**config.mk**
```make
export PLATFORM = sky130hd
export DESIGN_NAME = uart_rx_ctrl
export DESIGN_NICKNAME = d
export VERILOG_FILES = /design/src/rtl/uart_pkg.sv /design/src/rtl/uart_rx_fifo.sv /design/src/rtl/uart_rx_ctrl.sv
export SDC_FILE = /design/constraint.sdc
export NUM_CORES = 1
export LEC_CHECK = 0
export CAP_MARGIN = 0
export CORE_MARGIN = 2
export CORE_UTILIZATION = 58
export CTS_CLUSTER_DIAMETER = 100
export DETAILED_ROUTE_END_ITERATION = 16
export HOLD_SLACK_MARGIN = 0.06
export PLACE_DENSITY_LB_ADDON = 0.15
export SLEW_MARGIN = 0
export SYNTH_ARGS = -nofsm -noshare
export SYNTH_HDL_FRONTEND = slang
export SYNTH_SLANG_ARGS = --single-unit
```
**constraint.sdc**
```tcl
create_clock -name clk -period 2.5 [get_ports clk]
set_input_delay 0.5 -clock clk [delete_from_list [all_inputs] [get_ports clk]]
set_output_delay 0.5 -clock clk [all_outputs]
set_load 0.01 [all_outputs]
```
**src/rtl/uart_pkg.sv**
```systemverilog
// Shared definitions for the UART receive path.
//   rx_state_t       : receiver FSM state encoding
//   CLKS_PER_BIT_DEF : default clk cycles per serial bit
//   FRAME_BITS       : data bits per frame (8N1)
package uart_pkg;

  typedef enum logic [1:0] {
    IDLE  = 2'd0,
    START = 2'd1,
    DATA  = 2'd2,
    STOP  = 2'd3
  } rx_state_t;

  localparam int unsigned CLKS_PER_BIT_DEF = 16;
  localparam int unsigned FRAME_BITS       = 8;

endpackage

```
**src/rtl/uart_rx_fifo.sv**
```systemverilog
// Receive FIFO for the UART receiver.
//   clk, rst : clock, synchronous active-high reset (empties FIFO, clears storage)
//   push/din : write din when not full, or when full with a same-cycle pop
//   pop      : discard head entry; ignored when empty
//   dout     : storage at the read pointer (head byte while !empty)
//   empty    : no entries
//   full     : DEPTH entries
module uart_rx_fifo #(
  parameter int unsigned DEPTH = 4,
  parameter int unsigned WIDTH = 8
) (
  input  logic             clk,
  input  logic             rst,
  input  logic             push,
  input  logic             pop,
  input  logic [WIDTH-1:0] din,
  output logic [WIDTH-1:0] dout,
  output logic             empty,
  output logic             full
);

  localparam int unsigned AW = $clog2(DEPTH);

  logic [WIDTH-1:0] mem [DEPTH];
  // Extra MSB on each pointer distinguishes full from empty when indices match.
  logic [AW:0]      wr_ptr;
  logic [AW:0]      rd_ptr;
  logic             do_push;
  logic             do_pop;

  assign empty   = (wr_ptr == rd_ptr);
  assign full    = (wr_ptr[AW] != rd_ptr[AW]) && (wr_ptr[AW-1:0] == rd_ptr[AW-1:0]);
  assign do_pop  = pop && !empty;
  // A pop in the same cycle frees the slot being written when full.
  assign do_push = push && (!full || do_pop);
  assign dout    = mem[rd_ptr[AW-1:0]];

  always_ff @(posedge clk) begin
    if (rst) begin
      wr_ptr <= '0;
      rd_ptr <= '0;
      for (int unsigned i = 0; i < DEPTH; i++) begin
        mem[i] <= '0;
      end
    end else begin
      if (do_push) begin
        mem[wr_ptr[AW-1:0]] <= din;
        wr_ptr              <= wr_ptr + 1'b1;
      end
      if (do_pop) begin
        rd_ptr <= rd_ptr + 1'b1;
      end
    end
  end

endmodule

```
**src/rtl/uart_rx_ctrl.sv**
```systemverilog
// UART 8N1 receiver with receive FIFO.
//   clk       : sole clock, rising edge
//   rst       : synchronous active-high reset
//   Rx        : asynchronous serial input, idle high, LSB first
//   rd_en     : pop FIFO head (ignored when ready=0)
//   data_out  : FIFO head byte, valid while ready=1
//   ready     : FIFO non-empty
//   frame_err : one-cycle pulse when the stop bit is sampled low
//   overrun   : sticky; a received byte was dropped because the FIFO was full,
//               cleared by the next successful pop
//   busy      : receiver FSM not idle
module uart_rx_ctrl
  import uart_pkg::*;
#(
  parameter int unsigned CLKS_PER_BIT = CLKS_PER_BIT_DEF,
  parameter int unsigned FIFO_DEPTH   = 4
) (
  input  logic                  clk,
  input  logic                  rst,
  input  logic                  Rx,
  input  logic                  rd_en,
  output logic [FRAME_BITS-1:0] data_out,
  output logic                  ready,
  output logic                  frame_err,
  output logic                  overrun,
  output logic                  busy
);

  localparam int unsigned CNT_W = $clog2(CLKS_PER_BIT);
  localparam int unsigned IDX_W = $clog2(FRAME_BITS);
  localparam logic [CNT_W-1:0] FULL_M1  = CNT_W'(CLKS_PER_BIT - 1);
  localparam logic [CNT_W-1:0] HALF_M1  = CNT_W'(CLKS_PER_BIT / 2 - 1);
  localparam logic [IDX_W-1:0] LAST_IDX = IDX_W'(FRAME_BITS - 1);

  rx_state_t             state, state_n;
  logic [CNT_W-1:0]      cnt, cnt_n;
  logic [IDX_W-1:0]      idx, idx_n;
  logic [FRAME_BITS-1:0] shreg, shreg_n;
  logic                  sync1, rx_s, rx_d;
  logic                  push, ferr_n;
  logic                  fifo_empty, fifo_full;
  logic                  pop_ok, ovr_set;

  // Synchronizer plus one history flop for falling-edge detection on rx_s.
  always_ff @(posedge clk) begin
    if (rst) begin
      sync1 <= 1'b1;
      rx_s  <= 1'b1;
      rx_d  <= 1'b1;
    end else begin
      sync1 <= Rx;
      rx_s  <= sync1;
      rx_d  <= rx_s;
    end
  end

  always_ff @(posedge clk) begin
    if (rst) begin
      state     <= IDLE;
      cnt       <= '0;
      idx       <= '0;
      shreg     <= '0;
      frame_err <= 1'b0;
    end else begin
      state     <= state_n;
      cnt       <= cnt_n;
      idx       <= idx_n;
      shreg     <= shreg_n;
      frame_err <= ferr_n;
    end
  end

  always_comb begin
    state_n = state;
    cnt_n   = cnt;
    idx_n   = idx;
    shreg_n = shreg;
    push    = 1'b0;
    ferr_n  = 1'b0;
    unique case (state)
      IDLE: begin
        // Edge-triggered: a line held low after a frame never restarts.
        if (rx_d && !rx_s) begin
          state_n = START;
          cnt_n   = '0;
        end
      end
      START: begin
        if (cnt == HALF_M1) begin
          cnt_n = '0;
          if (!rx_s) begin
            state_n = DATA;
            idx_n   = '0;
          end else begin
            state_n = IDLE;
          end
        end else begin
          cnt_n = cnt + 1'b1;
        end
      end
      DATA: begin
        if (cnt == FULL_M1) begin
          cnt_n        = '0;
          shreg_n[idx] = rx_s;
          idx_n        = idx + 1'b1;
          if (idx == LAST_IDX) begin
            state_n = STOP;
          end
        end else begin
          cnt_n = cnt + 1'b1;
        end
      end
      STOP: begin
        if (cnt == FULL_M1) begin
          cnt_n   = '0;
          state_n = IDLE;
          if (rx_s) begin
            push = 1'b1;
          end else begin
            ferr_n = 1'b1;
          end
        end else begin
          cnt_n = cnt + 1'b1;
        end
      end
      default: state_n = IDLE;
    endcase
  end

  assign busy    = (state != IDLE);
  assign ready   = !fifo_empty;
  assign pop_ok  = rd_en && !fifo_empty;
  assign ovr_set = push && fifo_full && !pop_ok;

  // Set takes priority over the clear from a same-cycle pop.
  always_ff @(posedge clk) begin
    if (rst) begin
      overrun <= 1'b0;
    end else if (ovr_set) begin
      overrun <= 1'b1;
    end else if (pop_ok) begin
      overrun <= 1'b0;
    end
  end

  uart_rx_fifo #(
    .DEPTH (FIFO_DEPTH),
    .WIDTH (FRAME_BITS)
  ) u_fifo (
    .clk   (clk),
    .rst   (rst),
    .push  (push),
    .pop   (rd_en),
    .din   (shreg_n),
    .dout  (data_out),
    .empty (fifo_empty),
    .full  (fifo_full)
  );

endmodule

```
==> summary.md <==
| Metric | Value |
|---|---|
| Root buffer cell | clkbuf_8 |
| Sinks on Clock Net | 62 |
| Area share of and/or/nand/nor cells after synthesis | 18.4% |
| Adder-Cell Fraction of Synth Area | 2.26% |
| Worst-Margin Slew | 0.505 ns |
| Area of the multi-input gates | 1120 um2 |
| Largest family of logic cells by synthesized area | simple AND/OR/NAND/NOR gates |
| R2R Path Start | cnt[0] |
| Rows | 25 |
| Data required, critical path | 2.00 ns |
| Syn_area_per_cell | 11.3 um2 |
| WL final | 5130 um |
| DRT iter0 DRCs | 147 |
| Top post-synthesis cells by area | edfxtp_1 (35%), dfxtp_1 (22%), nor2_1 (8.0%) |
| DP Area | 3010 um2 |
| # placed instances | 312 |
| Sequential area share after synthesis | 56.4% |
| Commonest non-fill, non-tap cell in the layout | nor2_1 |
| Routed length per instance | 15.6 um |
| Synth Warn # | 0 |
| First-pass GRT wire length | 8110 um |
| Core area | 4660 um2 |
| HP Start | sync1 |
| Worst setup path class | reg -> out |
| Post-CTS Setup Bufs | 0 |
| Vias per cell | 5.84 |
| Boundary pin count | 16 |
| Setup TNS | 0 ns |
| H-tree depth | 3 |
| Synth Area in Compound Gates | 7.46% |
| Skew-Pair Late Insertion Delay | 0.33 ns |
| GR Util All Layers | 20.8% |
| Vias in the first global route | 1,757 |
| Largest area contributor in the netlist | edfxtp_1 |
| Final setup margin | 0.126 ns |
| Post-route DRC | 0 |
| Fmax | 421 MHz |
| CTS buffer count | 9 |
| Final instance area | 3170 um2 |
| Total global routing overflow | 0 |
| CP max FO | 8 |
| Leakage | 0.00112 uW |
| Pwr dens | 603 nW/um2 |
| Ys flop type | edfxtp_1 |
| Final Hold Viols | 0 |
| # setup viols final | 0 |
| Post-synthesis cell type count | 48 |
| Clock Pin Slew Worst Setup and Hold Paths | 0.06 ns |
| Top cell type's share of synthesized area | 34.7% |
| Post-layout util | 68.1% |
| Die Y | 73.1 um |
| Hold Crit Class | reg -> reg |
| Syn Inst Count | 244 |
| Max-cap viol count | 0 |
| Final Max Tran Viols | 0 |
| Status | finished, final reports clean |
| EDFF count, synth | 32 |
| Critical path startpoint category | register |
| Clock Skew | 0.00871 ns |
| CTS tree | done |
| Fin crit share | 95.0% |
| Layout cells sized above 1 | 16.8% |
| Post-synthesis xor/xnor area fraction | 1.90% |
| Critical Path AT | 1.87 ns |
| CTS Hold Bufs | 0 |
| Mapped cell area | 2770 um2 |
| IO Port Bufs | 15 |
| Dpl ws | 0.177 ns |
| Vias | 1,917 |
| DP Wirelength | 3340 um |
| FILL cells | 361 |
| Async SR Flop Fraction | 0% |
| Initial antenna violation count | 0 |
| CP Capture Type | output pin |
| Die Area | 5340 um2 |
| Post-Syn Nets | 253 |
| Worst VDD drop | 0.404 mV |
| Final cell count without fillers | 328 |
| Drt pass-1 iters | 4 |
| Final ANT Viol Nets | 0 |
| Final #Nets | 278 |
| Slew headroom | 66.0% |
| Commonest cells after routing, fill and taps aside | nor2_1 (59), edfxtp_1 (32), dfxtp_1 (30), clkdlybuf4s50_1 (15) |
| Pin count of the biggest net entering global routing | 32 |
| Area growth from synthesis to layout | 14.6% |
| Register area | 1560 um2 |
| Die X | 73.1 um |
| Yosys reg bits | 62 |
| Maximum clock insertion buffer count | 2 |
| # diodes | 0 |
| GP Congestion | 0.795 |
| Post_cts resized | 0 |
| Tmin final | 2.37 ns |
| Initial core utilization | 59.4% |
| RSZ-0062 raised after global routing | false |
| Mux contribution to synthesized area | 10.6% |
[critical path, stage by stage (launching register included)]
cell and delay (ns):
dfxtp_1 0.31, buf_4 0.20, mux4_2 0.53, clkdlybuf4s50_1 0.49
[cell type report]
| cell class | instances | share of cell area [%] |
|---|---|---|
| timing repair buffer | 25 | 7.10 |
| multi-input combinational | 163 | 35.5 |
| clock inverter | 2 | 0.316 |
| clock buffer | 14 | 4.81 |
| inverter | 8 | 0.947 |
| sequential | 62 | 49.2 |
| tap | 54 | 2.13 |
[metrics by stage]
step | hold slack [ns] | total power [uW]
finish | 0.414 | 1910
global route | 0.440 | 1970
CTS | 0.420 | 1920
detailed placement | 0.398 | 1190
global placement | 0.391 | 1190
floorplan | 0.389 | 1160
[logic make-up (layout without fill, tap and decap cells)]
family | count (synthesis) | count (layout)
buffers and inverters | 19 | 49
AND/OR/NAND/NOR | 106 | 106
multiplexers | 18 | 18
AO/OA/AOI/OAI | 28 | 28
adder cells (fa/ha/maj) | 5 | 5
flip-flops | 62 | 62
XOR/XNOR | 6 | 6
[Yosys cell counts, drive strengths merged, types with 2 or more instances]
cell type	n
nor2	59
edfxtp	32
dfxtp	30
nand2	10
mux2i	9
mux4	8
buf	7
inv	7
nand3	7
nor3	7
a21o	5
ha	5
xor2	5
clkbuf	4
nor2b	4
nor4	4
o21ai	4
a21oi	3
a22oi	3
a31o	3
nand4	3
or2	3
a31oi	2
o31ai	2
or4b	2
[power breakdown]
| part | internal (uW) | switching, uW | leakage, uW |
|---|---|---|---|
| Combinational | 30.9 | 38.6 | 0.000467 |
| Sequential | 1090 | 7.19 | 0.000573 |
| Clock | 385 | 362 | 0.0000844 |
| Total | 1500 | 407 | 0.00112 |
[path summary, 6_finish.rpt]
path | to | slack (ns) | depth (start not counted)
max | data_out[7] | 0.13 | 3
max reg2reg | u_fifo.mem[3][6] | 0.23 | 5
min reg2reg | rx_s | 0.41 | 1
min | rx_s | 0.41 | 1
[layer usage]
metal / part of all wire [%] / GRT usage (%)
met3: 4.4 / 4.83
met5: 0 / 0
met1: 45 / 27.1
met4: 1.2 / 11.7
met2: 49 / 31.8
[registers in the layout, summed over array words and instances, names as in the netlist, named ones only]
register / cells
cnt: 4
u_fifo.mem: 32
u_fifo.wr_ptr: 3
sync1: 1
frame_err: 1
rx_d: 1
u_fifo.rd_ptr: 3
idx: 3
state: 1
overrun: 1
rx_s: 1
shreg: 8
Note: power is estimated with default switching activity, not from simulation.
